==> src/rtl/gpio_bank.sv <==
// gpio_bank: multi-bank 8-bit GPIO peripheral on the Picoblaze port bus.
//
// Each bank owns eight consecutive port addresses starting at
// GPIO_BASE_ADDRESS + 8*b:
//   +0 OEN (R/W)        +1 DATA (R: synced pins, W: output register)
//   +2 SET (W, reads 0) +3 CLR (W, reads 0)
//   +4 IRQ_MASK (R/W)   +5 IRQ_STATUS (R, W1C)
//   +6 EDGE_SEL (R/W)   +7 EDGE_BOTH (R/W)
//
// Ports:
//   clk, reset          single clock, synchronous active-high reset
//   port_id, data_in    Picoblaze address / write data
//   data_out            registered read data (decoded every cycle)
//   read_strobe         unused; reads have no side effects
//   write_strobe        write qualifier
//   gpio_oen            per-pin output enable, bank b in [8b+7:8b]
//   gpio_data_out       per-pin output value
//   gpio_data_in        raw asynchronous pin inputs
//   interrupt           registered level interrupt, OR of all banks

module gpio_bank #(
  parameter logic [7:0] GPIO_BASE_ADDRESS = 8'h00,
  parameter int         NUM_BANKS         = 1,
  parameter int         SYNC_STAGES       = 2
) (
  input  logic                   clk,
  input  logic                   reset,
  input  logic [7:0]             port_id,
  input  logic [7:0]             data_in,
  output logic [7:0]             data_out,
  input  logic                   read_strobe,
  input  logic                   write_strobe,
  output logic [8*NUM_BANKS-1:0] gpio_oen,
  output logic [8*NUM_BANKS-1:0] gpio_data_out,
  input  logic [8*NUM_BANKS-1:0] gpio_data_in,
  output logic                   interrupt
);

  // ---------------------------------------------------------------------
  // Elaboration-time parameter checks
  // ---------------------------------------------------------------------
  if (NUM_BANKS < 1 || NUM_BANKS > 4) begin : g_bad_num_banks
    $error("gpio_bank: NUM_BANKS must be 1..4");
  end
  if (SYNC_STAGES < 2 || SYNC_STAGES > 3) begin : g_bad_sync_stages
    $error("gpio_bank: SYNC_STAGES must be 2..3");
  end
  if (GPIO_BASE_ADDRESS[2:0] != 3'b000) begin : g_bad_base_align
    $error("gpio_bank: GPIO_BASE_ADDRESS must be a multiple of 8");
  end
  if (int'(GPIO_BASE_ADDRESS) + 8 * NUM_BANKS > 256) begin : g_bad_base_range
    $error("gpio_bank: address window exceeds the 8-bit port space");
  end

  // ---------------------------------------------------------------------
  // Address decode
  // ---------------------------------------------------------------------
  // 9-bit subtraction: bit 8 set means port_id is below the base.
  logic [8:0] rel;
  logic       in_range;
  logic [2:0] offset;

  assign rel      = {1'b0, port_id} - {1'b0, GPIO_BASE_ADDRESS};
  assign in_range = !rel[8] && (rel < 9'(8 * NUM_BANKS));
  // Base is 8-aligned, so the register offset is just the low address bits.
  assign offset   = port_id[2:0];

  // Tie off inputs/bits that carry no function.
  logic unused_bits;
  assign unused_bits = ^{read_strobe, rel[2:0]};

  // ---------------------------------------------------------------------
  // Bank array
  // ---------------------------------------------------------------------
  logic [NUM_BANKS-1:0][7:0] oen_b;
  logic [NUM_BANKS-1:0][7:0] dout_b;
  logic [NUM_BANKS-1:0][7:0] rd_b;
  logic [NUM_BANKS-1:0]      pend_b;
  logic [NUM_BANKS-1:0]      hit_b;

  for (genvar b = 0; b < NUM_BANKS; b++) begin : g_bank
    assign hit_b[b] = in_range && (rel[7:3] == 5'(b));

    gpio_bank_slice #(
      .SYNC_STAGES (SYNC_STAGES)
    ) u_slice (
      .clk      (clk),
      .reset    (reset),
      .wr_en    (write_strobe & hit_b[b]),
      .sel      (hit_b[b]),
      .offset   (offset),
      .wr_data  (data_in),
      .pin_in   (gpio_data_in[8*b +: 8]),
      .oen      (oen_b[b]),
      .dout     (dout_b[b]),
      .rd_data  (rd_b[b]),
      .irq_pend (pend_b[b])
    );
  end

  assign gpio_oen      = oen_b;
  assign gpio_data_out = dout_b;

  // Unselected slices return zero, so the read mux is a plain OR.
  logic [7:0] rd_mux;
  always_comb begin
    rd_mux = 8'h00;
    for (int b = 0; b < NUM_BANKS; b++) rd_mux = rd_mux | rd_b[b];
  end

  // Read data and interrupt are both registered; unmapped addresses read 0.
  always_ff @(posedge clk) begin
    if (reset) begin
      data_out  <= 8'h00;
      interrupt <= 1'b0;
    end else begin
      data_out  <= rd_mux;
      interrupt <= |pend_b;
    end
  end

endmodule

// gpio_bank_slice: one 8-pin bank.
//
// Ports:
//   clk, reset    shared clock / synchronous reset
//   wr_en         write strobe already qualified by this bank's address hit
//   sel           this bank is addressed (gates read data)
//   offset        register offset within the bank
//   wr_data       write data
//   pin_in        raw asynchronous pins
//   oen, dout     output enable and output value registers
//   rd_data       combinational read data, zero when not selected
//   irq_pend      any unmasked status bit set
module gpio_bank_slice #(
  parameter int SYNC_STAGES = 2
) (
  input  logic       clk,
  input  logic       reset,
  input  logic       wr_en,
  input  logic       sel,
  input  logic [2:0] offset,
  input  logic [7:0] wr_data,
  input  logic [7:0] pin_in,
  output logic [7:0] oen,
  output logic [7:0] dout,
  output logic [7:0] rd_data,
  output logic       irq_pend
);

  localparam logic [2:0] OFF_OEN  = 3'd0;
  localparam logic [2:0] OFF_DATA = 3'd1;
  localparam logic [2:0] OFF_SET  = 3'd2;
  localparam logic [2:0] OFF_CLR  = 3'd3;
  localparam logic [2:0] OFF_MASK = 3'd4;
  localparam logic [2:0] OFF_STAT = 3'd5;
  localparam logic [2:0] OFF_ESEL = 3'd6;
  localparam logic [2:0] OFF_BOTH = 3'd7;

  // ---------------------------------------------------------------------
  // Input synchroniser + previous-value flop. Deliberately not reset:
  // they keep sampling through reset so pin levels are settled by the
  // time reset releases, and no spurious edge is seen afterwards.
  // ---------------------------------------------------------------------
  logic [SYNC_STAGES-1:0][7:0] sync_q;
  logic [7:0]                  prev_q;
  logic [7:0]                  sync_v;

  always_ff @(posedge clk) begin
    sync_q <= {sync_q[SYNC_STAGES-2:0], pin_in};
    prev_q <= sync_q[SYNC_STAGES-1];
  end

  assign sync_v = sync_q[SYNC_STAGES-1];

  // ---------------------------------------------------------------------
  // Registers
  // ---------------------------------------------------------------------
  logic [7:0] oen_q, dout_q, mask_q, stat_q, esel_q, both_q;

  logic [7:0] rise, fall, evt, w1c;

  assign rise = sync_v & ~prev_q;
  assign fall = ~sync_v & prev_q;
  // EDGE_BOTH takes priority over EDGE_SEL, bit by bit.
  assign evt  = (both_q & (rise | fall)) |
                (~both_q & ((esel_q & fall) | (~esel_q & rise)));
  assign w1c  = (wr_en && offset == OFF_STAT) ? wr_data : 8'h00;

  always_ff @(posedge clk) begin
    if (reset) begin
      oen_q  <= 8'h00;
      dout_q <= 8'h00;
      mask_q <= 8'hFF;
      stat_q <= 8'h00;
      esel_q <= 8'h00;
      both_q <= 8'h00;
    end else begin
      if (wr_en) begin
        case (offset)
          OFF_OEN:  oen_q  <= wr_data;
          OFF_DATA: dout_q <= wr_data;
          OFF_SET:  dout_q <= dout_q | wr_data;
          OFF_CLR:  dout_q <= dout_q & ~wr_data;
          OFF_MASK: mask_q <= wr_data;
          OFF_ESEL: esel_q <= wr_data;
          OFF_BOTH: both_q <= wr_data;
          default:  ;
        endcase
      end
      // Event is ORed in after the clear so a colliding event wins.
      stat_q <= (stat_q & ~w1c) | evt;
    end
  end

  // ---------------------------------------------------------------------
  // Read mux
  // ---------------------------------------------------------------------
  logic [7:0] rd_val;
  always_comb begin
    rd_val = 8'h00;
    case (offset)
      OFF_OEN:  rd_val = oen_q;
      OFF_DATA: rd_val = sync_v;
      OFF_MASK: rd_val = mask_q;
      OFF_STAT: rd_val = stat_q;
      OFF_ESEL: rd_val = esel_q;
      OFF_BOTH: rd_val = both_q;
      default:  rd_val = 8'h00;
    endcase
  end

  assign rd_data  = sel ? rd_val : 8'h00;
  assign oen      = oen_q;
  assign dout     = dout_q;
  assign irq_pend = |(stat_q & ~mask_q);

endmodule

==> config.mk <==
export PLATFORM = sky130hd
export DESIGN_NAME = gpio_bank
export DESIGN_NICKNAME = d
export VERILOG_FILES = /design/src/rtl/gpio_bank.sv
export SDC_FILE = /design/constraint.sdc
export NUM_CORES = 1
export LEC_CHECK = 0
export CAP_MARGIN = 0
export CORE_MARGIN = 10
export CORE_UTILIZATION = 65
export CTS_BUF_LIST = sky130_fd_sc_hd__clkbuf_16
export CTS_CLUSTER_DIAMETER = 100
export DETAILED_ROUTE_END_ITERATION = 10
export DONT_BUFFER_PORTS = 1
export PLACE_DENSITY = 0.79
export SLEW_MARGIN = 20
export SYNTH_ARGS = -nofsm -noshare
export SYNTH_HDL_FRONTEND = slang
export SYNTH_SLANG_ARGS = --single-unit
==> constraint.sdc <==
create_clock -name clk -period 3.8 [get_ports clk]
set_clock_uncertainty 0.1 [all_clocks]
set_input_delay 0.76 -clock clk [delete_from_list [all_inputs] [get_ports clk]]
set_output_delay 0.76 -clock clk [all_outputs]
set_load 0.05 [all_outputs]
[Word-level counts from Yosys, hierarchy flattened]
Index checks and enable logic that the tools add are counted.
Word-level totals
  register bits: 81
  bits of input ports: 28
  output and inout port bits: 25
  logic and storage cells: 57
Cells by class
  magnitude comparators: 1
  equal/unequal tests: 7
  mux-type cells: 3
  bitwise logic cells: 23
  reductions and logical operators: 12
Operators by type and width (count)
  $and 8x8->8: 9
  $not 8->8: 7
  $pmux 8 s6: 1
  $or 8x8->8: 5
  $pmux 8 s3: 1
  $eq 3x3->1 const B: 4
  $reduce_and 2->1: 5
  $lt 8x4->1 const B: 1
  $mux 8: 1
  $reduce_or 8->1: 1
  $eq 3x2->1 const B: 2
  $logic_not 5->1: 1
  $eq 3x1->1 const B: 1
  $logic_not 3->1: 1
  $reduce_bool 3->1: 1
  $logic_and 1x1->1: 2
  $reduce_or 2->1: 1
  $and 1x1->1: 1
  $not 1->1: 1

[Depth between registers and ports, before layout]
  depth after elaboration: 8
  gate-level depth with buffers: 7
  gate-level depth less buffers: 6

[Cells and area by module]
Synthesis repeated with hierarchy kept, for this count alone.
Second synthesis, totals
  cell total of the unflattened synthesis: 379
  area, all modules: 3582.2 µm²
By module, submodules not included
  gpio_bank_slice: instances 1, cells each 358, area each 3318.2 µm², seq. area each 1441.4 µm²
  gpio_bank: instances 1, cells each 21, area each 264.0 µm², seq. area each 180.2 µm²

[Worst setup path after synthesis]
OpenSTA, ideal clock, no wires.
  path kind: input -> register
  start point: input port_id[5]
  end point: register g_bank[0].u_slice.mask_q[0]
  library setup time: 0.118 ns
  data arrival time: 2.129 ns
  setup slack: 1.453 ns
  stages on the path: 6
  path buffers: 2
  cells stage by stage: or4b_1 -> or4b_1 -> buf_2 -> buf_6 -> nor3_2 -> a21oi_1
On the way
  cells in the longest elaborated chain, start to end: 4
RTL lines
  start, declared: line 28  | input logic [7:0] port_id,
  $lt 8x4->1 / $logic_not 5->1 (equally long branches): line 64, 82
  $logic_and 1x1->1 *: line 82  | assign hit_b[b] = in_range && (rel[7:3] == 5'(b));
  $and 1x1->1 *: line 89  | .wr_en (write_strobe & hit_b[b]),
  $reduce_and 2->1 (no line) *
  end signal, assigned: line 206  | OFF_MASK: mask_q <= wr_data;
  end, declared: line 180  | logic [7:0] oen_q, dout_q, mask_q, stat_q, esel_q, both_q;
Every way passes the cells marked *; elsewhere a longest branch is shown, timed or not.
A chain may end at the register's enable or synchronous reset.

[Worst setup path in the final report]
  start point: input port_id[5]
  end point: register g_bank[0].u_slice.mask_q[7]
Same word-level chain as after synthesis.

==> run summary <==
Layout Cells excl Fill -> 412
Status -> finished, final reports clean
Final net count -> 381
Final Max Tran Viols -> 0
CTS tree -> done
Crit-path cells -> or4b_1 -> or4b_1 -> nor3_1 -> a21oi_1
CTS Root Cell -> clkbuf_16
Peak supply drop -> 0.368 mV
Syn Area/Cell -> 9.85 µm²
Synthesized area -> 3410 µm²
Setup_tns -> 0 ns
DRC viols -> 0
# Post-CTS Setup Buffers -> 0
Post-route minimum period -> 2.26 ns
DIE AREA -> 8540 µm²
H-tree depth -> 3
Total Routed Length -> 7.96 mm
Final setup vio count -> 0
Core Region -> 5110 µm²
Total CTS buffers -> 9
Comb power frac -> 4.0%
Yosys reg bits -> 81
Hold Vio Cnt, Final -> 0
Die X -> 92.4 µm
Sequential power share -> 49.0%
Leading area contributor after synthesis -> dfxtp_1
Syn. warnings -> 0
Post-synth EDFFs -> 0
Power Internal -> 1.42 mW
Worst Path Required -> 3.90 ns
Number of routed nets with antenna violations -> 0
Normalized max-slew margin -> 47.3%
Max Fanout on Critical Path -> 16
Pwr dens -> 490 nW/µm²
NetSw -> 0.396 mW
Final core occ -> 72.5%
CP max-delay cell -> or4b_1
Die Ht -> 92.4 µm
Setup crit start kind -> input pin
Rows -> 26
Slowest stage delay, CP -> 0.75 ns
Worst Setup End Kind -> register
Switching share of total power -> 21.8%
Leak Pwr -> 1.61 nW
Fraction of layout instances using a drive strength above 1 -> 8.77%
Cts repair resizes -> 0
Total track usage -> 19.0%
Port Buffer Count -> 0
Grt total ovfl -> 0
Synth unique cells -> 37
Tot Pwr -> 1.81 mW
CP arrival -> 2.36 ns
Clock power share -> 47.1%
Drt initial violations -> 189
Max_cap viols -> 0
Vias in the first global route -> 2580
Dpl cells -> 396
Unrepaired setup endpoints after global routing -> no
Worst-margin pin slew -> 0.787 ns
Initial Util -> 66.7%
Post-Syn Nets -> 390
Peak Freq -> 0.443 GHz
WS Path Type -> in -> reg
Clock Latency Late Sink -> 0.33 ns
Pre-antenna DRT Iters -> 4
Area contributors post-synth -> dfxtp_1 (48%), mux2i_1 (7.9%), ha_1 (5.9%)
Largest net degree at the start of global routing -> 52
Via density per instance -> 6.13
Initial antenna violation count -> 0
Dpl ws -> 1.21 ns
Detail Placement HPWL -> 5.23 mm
I/O pins -> 53
Area growth from synthesis to layout -> 8.59%
Worst Slack Setup Final -> 1.54 ns
DR WL/cell -> 19.3 µm
Routed via count -> 2525
Worst-path clk slew -> 0.06 ns
TritonCTS Sinks -> 81
HP Class -> reg -> reg
Hold-fix buffers, CTS -> 0
First-pass GRT wire length -> 12.9 mm
Dominant synthesized flop cell -> dfxtp_1
Placer congestion estimate -> 0.841
Post-synthesis cell count -> 346
Seq/Total Area, Yosys -> 47.6%
Clock tree buffer depth -> 2
Synth async-reset ratio -> 0%
Ant diodes -> 0
Fin crit share -> 59.4%
Synth top area share -> 47.6%
Most used cell along the critical path -> or4b_1
[kinds of logic after synthesis]
group	Yosys count	share of synthesized area, %
AO/OA/AOI/OAI	84	16.3
XOR/XNOR	1	0.257
multiplexers	39	12.6
AND/OR/NAND/NOR	80	12.0
flip-flops	81	47.6
buffers and inverters	45	5.40
adder cells (fa/ha/maj)	16	5.87
[power groups by stage]
stage / Clock [mW] / Sequential [mW] / Combinational, mW
finish: 0.853 / 0.887 / 0.0720
global route: 0.897 / 0.890 / 0.0805
CTS: 0.866 / 0.888 / 0.0719
detailed placement: 0 / 0.906 / 0.0705
global placement: 0 / 0.904 / 0.0676
floorplan: 0 / 0.901 / 0.0756
[synth_stat cells, types with 2 or more instances]
| master | number |
|---|---|
| a22oi_1 | 6 |
| or4b_1 | 2 |
| a32o_1 | 8 |
| nand2_1 | 6 |
| o21ai_0 | 13 |
| nor3_1 | 8 |
| nor2_1 | 42 |
| nor2b_1 | 9 |
| a221oi_1 | 2 |
| a31oi_1 | 11 |
| clkbuf_1 | 11 |
| dfxtp_1 | 81 |
| nand4_1 | 2 |
| buf_1 | 2 |
| mux2_2 | 10 |
| inv_1 | 24 |
| a22o_1 | 8 |
| ha_1 | 16 |
| mux2i_1 | 27 |
| mux4_2 | 2 |
| a211oi_1 | 10 |
| buf_2 | 6 |
| o22ai_1 | 4 |
| nor3_2 | 2 |
| a21oi_1 | 22 |
[path summary, 6_finish.rpt]
kind                                         endpoint                                  start  cells past startpoint  slack [ns]
min               g_bank[0].u_slice.sync_v[6]$_DFF_P_    g_bank[0].u_slice.sync_q[6]$_DFF_P_                      0        0.23
max          g_bank[0].u_slice.mask_q[7]$_SDFFE_PP1P_                             port_id[5]                      4        1.54
max reg2reg                    data_out[4]$_SDFF_PP0_  g_bank[0].u_slice.oen[4]$_SDFFE_PP0P_                      3        2.36
min reg2reg       g_bank[0].u_slice.sync_v[6]$_DFF_P_    g_bank[0].u_slice.sync_q[6]$_DFF_P_                      0        0.23
[layout by cell type (no fill, tap or decap), drive strengths merged, types with 2 or more instances in the layout]
cell type | synthesis | final
dfxtp | 81 | 81
nor2 | 42 | 42
mux2i | 27 | 27
inv | 24 | 27
a21oi | 22 | 22
ha | 16 | 16
o21ai | 13 | 13
a31oi | 11 | 11
mux2 | 10 | 10
a211oi | 10 | 10
nor3 | 10 | 10
nor2b | 9 | 9
clkbuf | 11 | 9
a32o | 8 | 8
a22o | 8 | 8
nand2 | 6 | 6
a22oi | 6 | 6
o22ai | 4 | 4
or4b | 3 | 3
clkinv | 1 | 2
nand4 | 2 | 2
a221oi | 2 | 2
mux4 | 2 | 2
clkinvlp | 0 | 2
nor4 | 2 | 2
[area by class of cell]
cell class,instances,area [µm²]
clock buffer,9,225
tap,70,87.6
sequential,81,1620
clock inverter,7,70.1
fill,383,1410
multi-input combinational,220,1600
inverter,25,93.8
[through the flow]
stage | hold slack, ns | cell area [µm²]
floorplan | 0.210 | 3410
global placement | 0.210 | 3410
detailed placement | 0.215 | 3410
CTS | 0.227 | 3700
global route | 0.229 | 3700
finish | 0.226 | 3700
[sequential cells by signal (all words and copies together), names as in the netlist]
signal and cells:
g_bank.u_slice.esel_q 8, g_bank.u_slice.dout 8, g_bank.u_slice.oen 8, interrupt 1
g_bank.u_slice.prev_q 8, g_bank.u_slice.sync_q 8, data_out 8, g_bank.u_slice.mask_q 8
g_bank.u_slice.sync_v 8, g_bank.u_slice.stat_q 8, g_bank.u_slice.both_q 8
[critical path: cells and delay by family]
kind / cells / cell delay, ns
and+or+nand+nor: 3 / 1.52
AOI/OAI and AO/OA: 1 / 0.07
[metal layers]
metal / track usage, % / wire length, µm / up-vias / part of all wire (%)
met1: 22.2 / 3290 / 1190 / 41
li1: - / - / 1218 / -
met2: 29.6 / 3630 / 104 / 46
met5: 0 / 0 / - / 0
met3: 8.96 / 891 / 13 / 11
met4: 7.71 / 146 / 0 / 1.8
(Power assumes the default switching activity.)
